## src/rtl/leaf_config_sequencer_pkg.sv

```systemverilog
// leaf_config_sequencer_pkg: shared FSM encoding and BFT packet field offsets
package leaf_config_sequencer_pkg;
  typedef enum logic [2:0] {IDLE, SEND, SETTLE, LAUNCH, FIN} state_t;
  localparam int PAYLOAD_LSB = 0;
  localparam int ADDR_LSB    = 32;
  localparam int PORT_LSB    = 41;
  localparam int LEAF_LSB    = 45;
  localparam int VALID_POS   = 48;
endpackage

```

## src/rtl/leaf_done_collector.sv

```systemverilog
// leaf_done_collector: sticky per-leaf done capture compared against the launch mask
module leaf_done_collector #(
  parameter int N = 8
) (
  input  logic         clk,
  input  logic         reset,
  input  logic         en,
  input  logic         clr,
  input  logic [N-1:0] leaf_done,
  input  logic [N-1:0] mask,
  output logic         all_done
);
  logic [N-1:0] done_seen_q, done_seen_d;
  // accumulate masked done bits while enabled, drop them on clear
  always_comb done_seen_d = clr ? '0 : en ? (done_seen_q | (leaf_done & mask)) : done_seen_q;
  // done_seen register
  always_ff @(posedge clk)
    if (reset) done_seen_q <= '0;
    else       done_seen_q <= done_seen_d;
  assign all_done = done_seen_q == mask;
endmodule

```

## src/rtl/leaf_config_sequencer.sv

```systemverilog
// leaf_config_sequencer: replays a config packet table into the BFT, then launches and monitors leaves
module leaf_config_sequencer
  import leaf_config_sequencer_pkg::*;
#(
  parameter int NUM_LEAVES    = 8,
  parameter int NUM_LEAF_BITS = 3,
  parameter int NUM_PORT_BITS = 4,
  parameter int NUM_ADDR_BITS = 9,
  parameter int PAYLOAD_BITS  = 32,
  parameter int TABLE_DEPTH   = 16,
  parameter int SETTLE_CYCLES = 8,
  localparam int PACKET_BITS  = 1 + NUM_LEAF_BITS + NUM_PORT_BITS + NUM_ADDR_BITS + PAYLOAD_BITS,
  localparam int IDX_BITS     = $clog2(TABLE_DEPTH)
) (
  input  logic                   clk,
  input  logic                   reset,
  input  logic                   start,
  output logic                   busy,
  output logic                   done,
  input  logic [IDX_BITS:0]      num_entries,
  input  logic [NUM_LEAVES-1:0]  leaf_mask,
  input  logic                   cfg_wr_en,
  input  logic [IDX_BITS-1:0]    cfg_wr_addr,
  input  logic [PACKET_BITS-2:0] cfg_wr_data,
  output logic [PACKET_BITS-1:0] dout_packet,
  input  logic                   resend,
  output logic [NUM_LEAVES-1:0]  ap_start,
  input  logic [NUM_LEAVES-1:0]  leaf_done
);
  localparam int CNT_BITS = $clog2(SETTLE_CYCLES + 1);
  logic [PACKET_BITS-2:0] tbl_q [TABLE_DEPTH];
  state_t                 state_q, state_d;
  logic [IDX_BITS-1:0]    idx_q, idx_d;
  logic [IDX_BITS:0]      num_q, num_d;
  logic [NUM_LEAVES-1:0]  mask_q, mask_d;
  logic [CNT_BITS-1:0]    cnt_q, cnt_d;
  logic                   all_done, last;
  // table is only writable between runs and survives reset
  always_ff @(posedge clk)
    if (cfg_wr_en && state_q == IDLE) tbl_q[cfg_wr_addr] <= cfg_wr_data;
  assign last = (num_q - (IDX_BITS+1)'(1)) == {1'b0, idx_q};
  // next-state logic: latch run parameters, step through table, settle, launch
  always_comb begin
    state_d = state_q;
    idx_d   = idx_q;
    num_d   = num_q;
    mask_d  = mask_q;
    cnt_d   = cnt_q;
    case (state_q)
      IDLE: if (start) begin
        num_d   = num_entries;
        mask_d  = leaf_mask;
        idx_d   = '0;
        state_d = num_entries != '0 ? SEND : SETTLE;
      end
      SEND: if (!resend) begin
        idx_d   = last ? '0 : idx_q + 1'b1;
        state_d = last ? SETTLE : SEND;
      end
      SETTLE: begin
        cnt_d   = cnt_q == CNT_BITS'(SETTLE_CYCLES - 1) ? '0 : cnt_q + 1'b1;
        state_d = cnt_q == CNT_BITS'(SETTLE_CYCLES - 1) ? LAUNCH : SETTLE;
      end
      LAUNCH: state_d = all_done ? FIN : LAUNCH;
      FIN:    state_d = IDLE;
      default: state_d = IDLE;
    endcase
  end
  // run state registers
  always_ff @(posedge clk)
    if (reset) begin
      state_q <= IDLE;
      idx_q   <= '0;
      num_q   <= '0;
      mask_q  <= '0;
      cnt_q   <= '0;
    end else begin
      state_q <= state_d;
      idx_q   <= idx_d;
      num_q   <= num_d;
      mask_q  <= mask_d;
      cnt_q   <= cnt_d;
    end
  // packet presented to the BFT only while sending, zero otherwise
  always_comb begin
    dout_packet = '0;
    if (state_q == SEND) begin
      dout_packet[VALID_POS]     = 1'b1;
      dout_packet[VALID_POS-1:0] = tbl_q[idx_q];
    end
  end
  assign busy     = state_q != IDLE;
  assign done     = state_q == FIN;
  assign ap_start = state_q == LAUNCH ? mask_q : '0;
  leaf_done_collector #(.N(NUM_LEAVES)) u_collector (
    .clk       (clk),
    .reset     (reset),
    .en        (state_q == LAUNCH),
    .clr       (state_q == FIN),
    .leaf_done (leaf_done),
    .mask      (mask_q),
    .all_done  (all_done)
  );
endmodule

```

## config.mk

```make
export PLATFORM = sky130hd
export DESIGN_NAME = leaf_config_sequencer
export DESIGN_NICKNAME = d
export VERILOG_FILES = /design/src/rtl/leaf_config_sequencer_pkg.sv /design/src/rtl/leaf_done_collector.sv /design/src/rtl/leaf_config_sequencer.sv
export SDC_FILE = /design/constraint.sdc
export NUM_CORES = 1
export LEC_CHECK = 0
export ABC_CLOCK_PERIOD_IN_PS = 5000
export CELL_PAD_IN_SITES_DETAIL_PLACEMENT = 1
export CELL_PAD_IN_SITES_GLOBAL_PLACEMENT = 2
export CORE_ASPECT_RATIO = 1.2
export CORE_UTILIZATION = 44
export DETAILED_ROUTE_END_ITERATION = 8
export PLACE_DENSITY = 0.79
export SYNTH_ARGS = -nofsm -noshare
export SYNTH_HDL_FRONTEND = slang
export SYNTH_SLANG_ARGS = --single-unit
export TNS_END_PERCENT = 30
```

## constraint.sdc

```tcl
create_clock -name clk -period 5 [get_ports clk]
set_clock_uncertainty 0.2 [all_clocks]
set_input_delay 1 -clock clk [delete_from_list [all_inputs] [get_ports clk]]
set_output_delay 1 -clock clk [all_outputs]
set_load 0.05 [all_outputs]
```

* Word-level counts from Yosys, hierarchy flattened
Memories as Yosys holds them, arrays and structs flattened. A register that Yosys moved wholly into a read port is not among the register bits.
Cells that the tools add are included.
** Cells by class
- Eq/ne operators :: 9
- Reduce and logical (&&, ||, !) cells :: 9
- Add/subtract/negate cells :: 3
- Bitwise logic cells :: 2
- Mux-type cells :: 18
** Operator list (count)
- 49-bit two-way mux :: 1
- 4-bit two-way mux :: 6
- 3-bit one-hot mux with 4 select lines :: 1
- 3-bit two-way mux :: 3
- 4-bit by 1-bit adder with 4-bit output, second input constant :: 2
- 8-bit AND :: 1
- 8-bit == test :: 1
- 8-bit two-way mux :: 1
- 8-bit bitwise OR :: 1
- 4-bit one-hot mux with 2 select lines :: 1
- 3-bit by 2-bit == test with 1-bit output, second input constant :: 2
- 5-bit by 4-bit == test with 1-bit output :: 1
- 5-bit nonzero test :: 1
- 5-bit by 1-bit subtractor with 5-bit output, second input constant :: 1
- 4-bit by 3-bit == test with 1-bit output, second input constant :: 1
- 2-bit two-way mux :: 2
- 2-bit != test, second input constant :: 2
- 2-bit AND reduction :: 2
- 3-bit by 1-bit == test with 1-bit output, second input constant :: 1
- 3-bit == test, second input constant :: 1
- 3-bit logical NOT :: 1
- 1-bit two-way mux :: 3
- 3-bit AND reduction :: 1
- 3-bit nonzero test :: 1
- 3 further kinds :: 3
** Word-level totals
- Memories :: 1
- Input port bits :: 78
- Flip-flop bits (word level) :: 32
- RAM bits :: 768
- Logic and storage cells :: 48
- Output and inout bits :: 59
** Memories
- tbl_q :: words 16, bits a word 48, rd ports 1, clocked after Yosys merged registers in 1, wr ports 1, line leaf_config_sequencer.sv:31 : logic [PACKET_BITS-2:0] tbl_q [TABLE_DEPTH];

* Depth between registers and ports, before layout
Gate-level depths: netlist of the first run.
- Depth in word-level cells :: 7
- Depth in mapped cells :: 7
- Gate-level depth less buffers :: 7

* Hierarchy
Synthesis of the first run repeated with hierarchy kept, for this count alone.
** Second synthesis, totals
- Cell total of the unflattened synthesis :: 1340
- Area total of the unflattened synthesis :: 30878.4 µm²
** Modules (own cells, without submodules)
- leaf_config_sequencer :: seq. area each 23622.7 µm², cells an instance 1302, area an instance 30530.5 µm², instances 1
- leaf_done_collector :: seq. area each 160.2 µm², cells an instance 38, area an instance 347.8 µm², instances 1

* Least setup slack after synthesis of the first run
Ideal clock, no wire load.
- Path kind :: input-to-reg
- Start :: input cfg_wr_en
- End :: memory tbl_q[0][0] (netlist bit) (enable)
- Buffers on the path :: 0
- Path slack :: -434 ps
- Setup time :: 513 ps
- Required time :: 4287 ps
- Arrival time :: 4720 ps
- Stages on the path :: 3
- Cells stage by stage :: nand2_1 > or3_1 > nor3_1
** On the way
- Longest elaborated chain between the ends :: 3
** RTL lines
- start, declared :: line leaf_config_sequencer.sv:22 : input logic cfg_wr_en,
- 1-bit logical AND :: line leaf_config_sequencer.sv:40 : if (cfg_wr_en && state_q == IDLE) tbl_q[cfg_wr_addr] <= cfg_wr_data;
- 1-bit two-way mux :: line leaf_config_sequencer.sv:40
- 1-bit two-way mux (implied by the code) :: line leaf_config_sequencer.sv:40
- end, declared :: line leaf_config_sequencer.sv:31
No other way between the ends.

==> results of run 1 <==
critical path: stages, from the launching register on:
cell and delay [ns]:
dfxtp_4 0.55, buf_12 0.39, mux4_2 0.58, mux4_2 0.49, and2_1 0.19, clkdlybuf4s50_1 0.71
sequential cells by signal (all words and copies together), names as in the netlist, named ones only:
signal and cells:
state_q 3, idx_q 4, tbl_q 768, num_q 5
cnt_q 4, mask_q 8, u_collector.done_seen_q 8
Yosys cell counts (2+ instances only):
cell      count
xnor2_1       2
nand4_1       3
nor3b_1       5
nand2b_1      2
buf_6         3
nor4_1        2
nor2b_1       3
a31oi_1       3
nor3_1        9
nor2_1       28
inv_1         6
xor2_1       12
ha_1          3
clkbuf_1     42
nand3_1       7
mux4_2      240
nand2_1      40
buf_2         6
buf_4        15
a21oi_1      27
o21ai_1       3
a311oi_1      2
dfxtp_1      36
edfxtp_1    768
and2_1       57
or4_1         2
layout make-up:
cell class / instances / area share
Antenna cell: 3 / 0.000208
Clock buffer: 99 / 0.0588
Clock inverter: 42 / 0.00744
Inverter: 6 / 0.000623
Multi-Input combinational cell: 462 / 0.188
Sequential cell: 804 / 0.658
Tap cell: 909 / 0.0315
Timing Repair Buffer: 180 / 0.0554
worst min-delay path by stage:
stage / from / endpoint / slack [ns]
finish: mask_q[5] / mask_q[5] / 0.28
global route: mask_q[0] / mask_q[0] / 0.30
CTS: mask_q[5] / mask_q[5] / 0.28
detailed placement: mask_q[5] / mask_q[5] / 0.27
global placement: cnt_q[1] / cnt_q[1] / 0.27
floorplan: num_q[1] / num_q[1] / 0.25
per-layer routing:
layer  global-route usage  vias to the layer above  wire length, um
li1                     -                     6030                -
met1                0.267                     7783            29500
met2                0.363                      385            37800
met3               0.0334                      101             3310
met4               0.0552                        8             1360
met5                    0                        -               57
power groups by stage:
| stage | combinational, mW | sequential (mW) | clock, mW |
|---|---|---|---|
| 2_1_floorplan | 0.420 | 7.62 | 0 |
| 3_3_place_gp | 0.726 | 7.63 | 0 |
| 3_5_place_dp | 0.745 | 7.63 | 0 |
| 4_1_cts | 0.748 | 7.49 | 5.69 |
| 5_1_grt | 0.783 | 7.49 | 5.90 |
| 6_report | 0.729 | 7.49 | 5.57 |
per-stage QoR:
stage | cell area, um2 | instances | setup WS, ns | utilization
after global routing | 36200 | 2503 | 0.0477 | 0.525
after global placement | 33800 | 2361 | 0.800 | 0.490
after detailed placement | 33800 | 2361 | 0.781 | 0.490
final | 36200 | 2505 | 0.186 | 0.525
after CTS | 36100 | 2502 | 0.104 | 0.525
after floorplan | 30800 | 1339 | -0.242 | -
logic make-up after synthesis:
family | Yosys count | synth area share
AO/OA/AOI/OAI | 40 | 0.00788
XOR/XNOR | 14 | 0.00398
adder cells (fa/ha/maj) | 3 | 0.00122
buffers and inverters | 73 | 0.0117
flip-flops | 804 | 0.772
multiplexers | 240 | 0.175
AND/OR/NAND/NOR | 165 | 0.0279
==> summary.md, run 1 <==
| Metric | Value |
|---|---|
| Clock latency at the later pin of the worst-skew pair | 0.61 ns |
| Setup crit end | dout_packet[20] |
| First-pass GRT wire length | 106000 um |
| Seq/Total Area, Yosys | 0.772 |
| RR Startpoint | state_q[1] |
| Port bufs | 136 |
| Initial DRC Count | 1117 |
| P_sw | 2.91 mW |
| Core Rows | 105 |
| Yosys top cell area share | 0.749 |
| Post-DP HPWL | 37800 um |
| Leak Pwr | 10.9 nW |
| Area delta synth->final | 17.4% |
| Final antenna-violating net count | 0 |
| Syn nets | 1420 |
| Post-Route WL | 72000 um |
| Synth cell types | 39 |
| Drc violations | 0 |
| Hold Vio Cnt, Final | 0 |
| Peak supply drop | 0.326 mV |
| DR vias/cell | 5.71 |
| Kind of end point of the critical path | primary output |
| Synth top area cells | edfxtp_1 75%, mux4_2 18%, dfxtp_1 2.3%, and2_1 1.2%, clkbuf_1 0.51% |
| Ratio of cells with drive above 1 in the final layout | 0.259 |
| Routability cong. | 0.730 |
| Root Buffer | clkbuf_16 |
| DIE AREA | 0.0711 mm2 |
| Most frequent cells in the layout | 768 x edfxtp_1, 240 x mux4_2, 136 x clkdlybuf4s50_1, 82 x clkbuf_16, 57 x and2_1 |
| Flop2flop setup slack | 1.74 ns |
| Post-CTS resize count | 0 |
| Drt first pass iters | 5 |
| Die W | 244 um |
| Final hold slack | 0.276 ns |
| Final Power | 13.8 mW |
| GRT Total Usage | 0.207 |
| Switching part of the total power | 0.211 |
| Vias in the first global route | 15600 |
| Rel. slew slack | 0.400 |
| Pwr per Cell Area | 381 mW/mm2 |
| Htree depth | 3 |
| Comb power frac | 0.053 |
| CP Max Fanout | 49 |
| Min Tclk post-route | 4.81 ns |
| Final setup vio count | 0 |
| Largest net degree at the start of global routing | 61 |
| Ys async rst share | 0 |
| Vias | 14300 |
| Reg area | 0.0238 mm2 |
| RSZ-0062 raised after global routing | false |
| Reg2Reg Depth | 5 |
| Clk pin slew, worst setup/hold paths | 0.06 ns |
| Data required, critical path | 3.80 ns |
| CTS tree | built |
| Period utilization | 0.963 |
| FMAX | 208 MHz |
| Post-Syn Area | 0.0308 mm2 |
| Most common cell after layout, fill and taps aside | edfxtp_1 |
| Clock Sinks | 804 |
| R2r endpoint | tbl_q[8][30] |
| Grt ovf | 0 |
| Max Root-Sink Buffers | 3 |
| Sequential Power Share | 0.543 |
| Filler cells | 6002 |
| Max Cap Viol | 0 |
| Setup_tns | 0 ns |
| Hold-fix buffers, CTS | 0 |
| Final net count | 1614 |
| Die Y | 292 um |
| Initial Util | 0.448 |
| Flops & latches, synth | 804 |
| CP arrival | 3.61 ns |
| Routed WL per cell | 28.8 um |
| Top_reg_cell synth | edfxtp_1 |
| Top Ports | 137 |
| Number of synthesized flops with an enable pin | 768 |
| Worst-Margin Slew | 0.897 ns |
| Synth Warn # | 0 |
| CTS buffer count | 79 |
| Area occupied by multi-input gates | 0.00679 mm2 |
| Post-Synthesis Cells | 1339 |
| WHS Path Cells | 2 |
| Post-CTS setup buffers | 0 |
| Status | complete, no violations |
| Min-delay worst type | flip-flop to flip-flop |
| Yosys top cell by area | edfxtp_1 |
| Max Slew Vio Count | 0 |
| WS Path Type | flip-flop to primary output |
| Syn Area/Cell | 23.0 um2 |
| Antenna violations before repair | 7 |
| Floorplan Core Area | 0.0688 mm2 |
| Startpoint Class | flip-flop |
| Int Pwr | 10.9 mW |
| Clk pwr share | 0.404 |
Power figures use the tool's default switching activity.
==> run 2: changes to the inputs <==
- ABC_CLOCK_PERIOD_IN_PS: 5000 -> 5400
- CORE_MARGIN: default -> 2
- CORE_UTILIZATION: 44 -> 48
- PLACE_DENSITY: 0.79 -> 0.82
- clock period: 5 -> 5.4 ns (I/O delays scaled with it)
==> summary.md, run 2 (synthesized netlist as in run 1, its figures left out) <==
| Metric | Value |
|---|---|
| Status | complete, no violations |
| Core Rows | 101 |
| CP arrival | 3.77 ns |
| Initial Util | 0.486 |
| Min Tclk post-route | 5.05 ns |
| Routed WL per cell | 30.2 um |
| CTS buffer count | 77 |
| Final antenna-violating net count | 0 |
| Final setup vio count | 0 |
| Final net count | 1608 |
| Rel. slew slack | 0.249 |
| Post-CTS resize count | 0 |
| Clock latency at the later pin of the worst-skew pair | 0.61 ns |
| CP Max Fanout | 24 |
| Die Y | 282 um |
| Post-Route WL | 72800 um |
| GRT Total Usage | 0.225 |
| Ratio of cells with drive above 1 in the final layout | 0.264 |
| Floorplan Core Area | 0.0634 mm2 |
| Grt ovf | 0 |
| Area occupied by multi-input gates | 0.00679 mm2 |
| Clk pin slew, worst setup/hold paths | 0.06 ns |
| Most common cell after layout, fill and taps aside | edfxtp_1 |
| DIE AREA | 0.0662 mm2 |
| Htree depth | 3 |
| Routability cong. | 0.712 |
| Worst-Margin Slew | 1.13 ns |
| Pwr per Cell Area | 364 mW/mm2 |
| Comb power frac | 0.051 |
| CTS tree | built |
| DR vias/cell | 6.05 |
| Initial DRC Count | 1467 |
| Antenna violations before repair | 6 |
| Setup_tns | 0 ns |
| Final Power | 13.2 mW |
| GRT met1 Usage | 0.295 |
| Sequential Power Share | 0.527 |
| Port bufs | 136 |
| Clk pwr share | 0.422 |
| Max Root-Sink Buffers | 3 |
| Leak Pwr | 11.0 nW |
| Min-delay worst type | flip-flop to flip-flop |
| Kind of end point of the critical path | primary output |
| Top Ports | 137 |
| Largest net degree at the start of global routing | 55 |
| Met3 usage | 0.0444 |
| Int Pwr | 10.4 mW |
| Vias | 14600 |
| Startpoint Class | flip-flop |
| Root Buffer | clkbuf_16 |
| Clock Sinks | 804 |
| Most used routing layer | met2 |
| FMAX | 198 MHz |
| WS Path Type | flip-flop to primary output |
| Max Cap Viol | 0 |
| Post-CTS setup buffers | 0 |
| Data required, critical path | 4.12 ns |
| Max Slew Vio Count | 0 |
| CP max stage delay | 0.76 ns |
| Drc violations | 0 |
| RSZ-0062 raised after global routing | false |
| Filler cells | 5342 |
| Slowest stage cell, crit path | clkdlybuf4s50_1 |
| P_sw | 2.73 mW |
| Peak supply drop | 0.240 mV |
| Most frequent CP cell | mux4_2 |
| First-pass GRT wire length | 107000 um |
| Hold-fix buffers, CTS | 0 |
| Worst path cell trace | buf_4 -> mux4_2 -> mux4_2 -> and2_1 -> clkdlybuf4s50_1 |
| Area delta synth->final | 17.4% |
| Reg area | 0.0238 mm2 |
| Largest reg by FF count | tbl_q |
| Vias in the first global route | 15700 |
| Die W | 235 um |
| Largest registers | tbl_q x768, mask_q x8, u_collector.done_seen_q x8 |
| Period utilization | 0.935 |
| Most frequent cells in the layout | 768 x edfxtp_1, 240 x mux4_2, 136 x clkdlybuf4s50_1, 80 x clkbuf_16, 57 x and2_1 |
| Post-DP HPWL | 37400 um |
| Drt first pass iters | 5 |
| Max FFs per register | 768 |
| Switching part of the total power | 0.208 |
| Met2 usage | 0.383 |
| Hold Vio Cnt, Final | 0 |
==> run 2: changes by cell type in the layout (fill, tap and decap cells not counted), moves of 2 or more <==
cell       change
clkinv_4       +4
bufinv_16      +9
clkinv_1       -6
clkbuf_1       -8
buf_12         -3
inv_6          +5
clkinv_2       -5
clkbuf_16      -2
==> run 2: area by class of cell <==
cell class / count / area share
multi-input combinational: 462 / 0.188
inverter: 6 / 0.000623
timing repair buffer: 176 / 0.0535
antenna: 2 / 0.000138
clock buffer: 88 / 0.0562
tap: 824 / 0.0285
sequential: 804 / 0.658
clock inverter: 49 / 0.0155
==> run 2: metrics by stage <==
stage	cells	worst slack (ns)	hold slack [ns]	util	cell area [um2]
3_3_place_gp	2272	1.02	0.263	0.529	33600
3_5_place_dp	2272	0.966	0.279	0.529	33600
6_report	2411	0.351	0.278	0.570	36200
2_1_floorplan	1339	0.0778	0.249	-	30800
4_1_cts	2409	0.274	0.288	0.570	36200
5_1_grt	2410	0.188	0.319	0.570	36200
==> run 2: worst max-delay path, delay by kind of cell, from the launching register on <==
kind	cells	cell delay, ns
flops	1	0.61
simple gates	1	0.18
mux	2	1.06
buf+inv	2	1.27
==> run 2: final timing paths <==
path | slack [ns] | from | cells past startpoint | end
min | 0.28 | num_q[1] | 2 | num_q[1]
min reg2reg | 0.28 | num_q[1] | 2 | num_q[1]
max | 0.35 | flip-flop | 5 | dout_packet[23]
max reg2reg | 2.05 | state_q[1] | 4 | tbl_q[11][45]
==> run 2: power by group through the flow <==
stage	clock, mW	combinational [mW]	sequential [mW]
after CTS	5.63	0.684	6.94
after floorplan	0	0.389	7.06
after global placement	0	0.662	7.06
after global routing	5.85	0.720	6.94
after detailed placement	0	0.682	7.07
final	5.54	0.672	6.94
==> run 2: metal layers <==
| metal | vias to the layer above | wire length [um] |
|---|---|---|
| met5 | - | 37 |
| li1 | 6017 | - |
| met3 | 110 | 4460 |
| met1 | 7900 | 29300 |
| met4 | 8 | 1540 |
| met2 | 546 | 37500 |
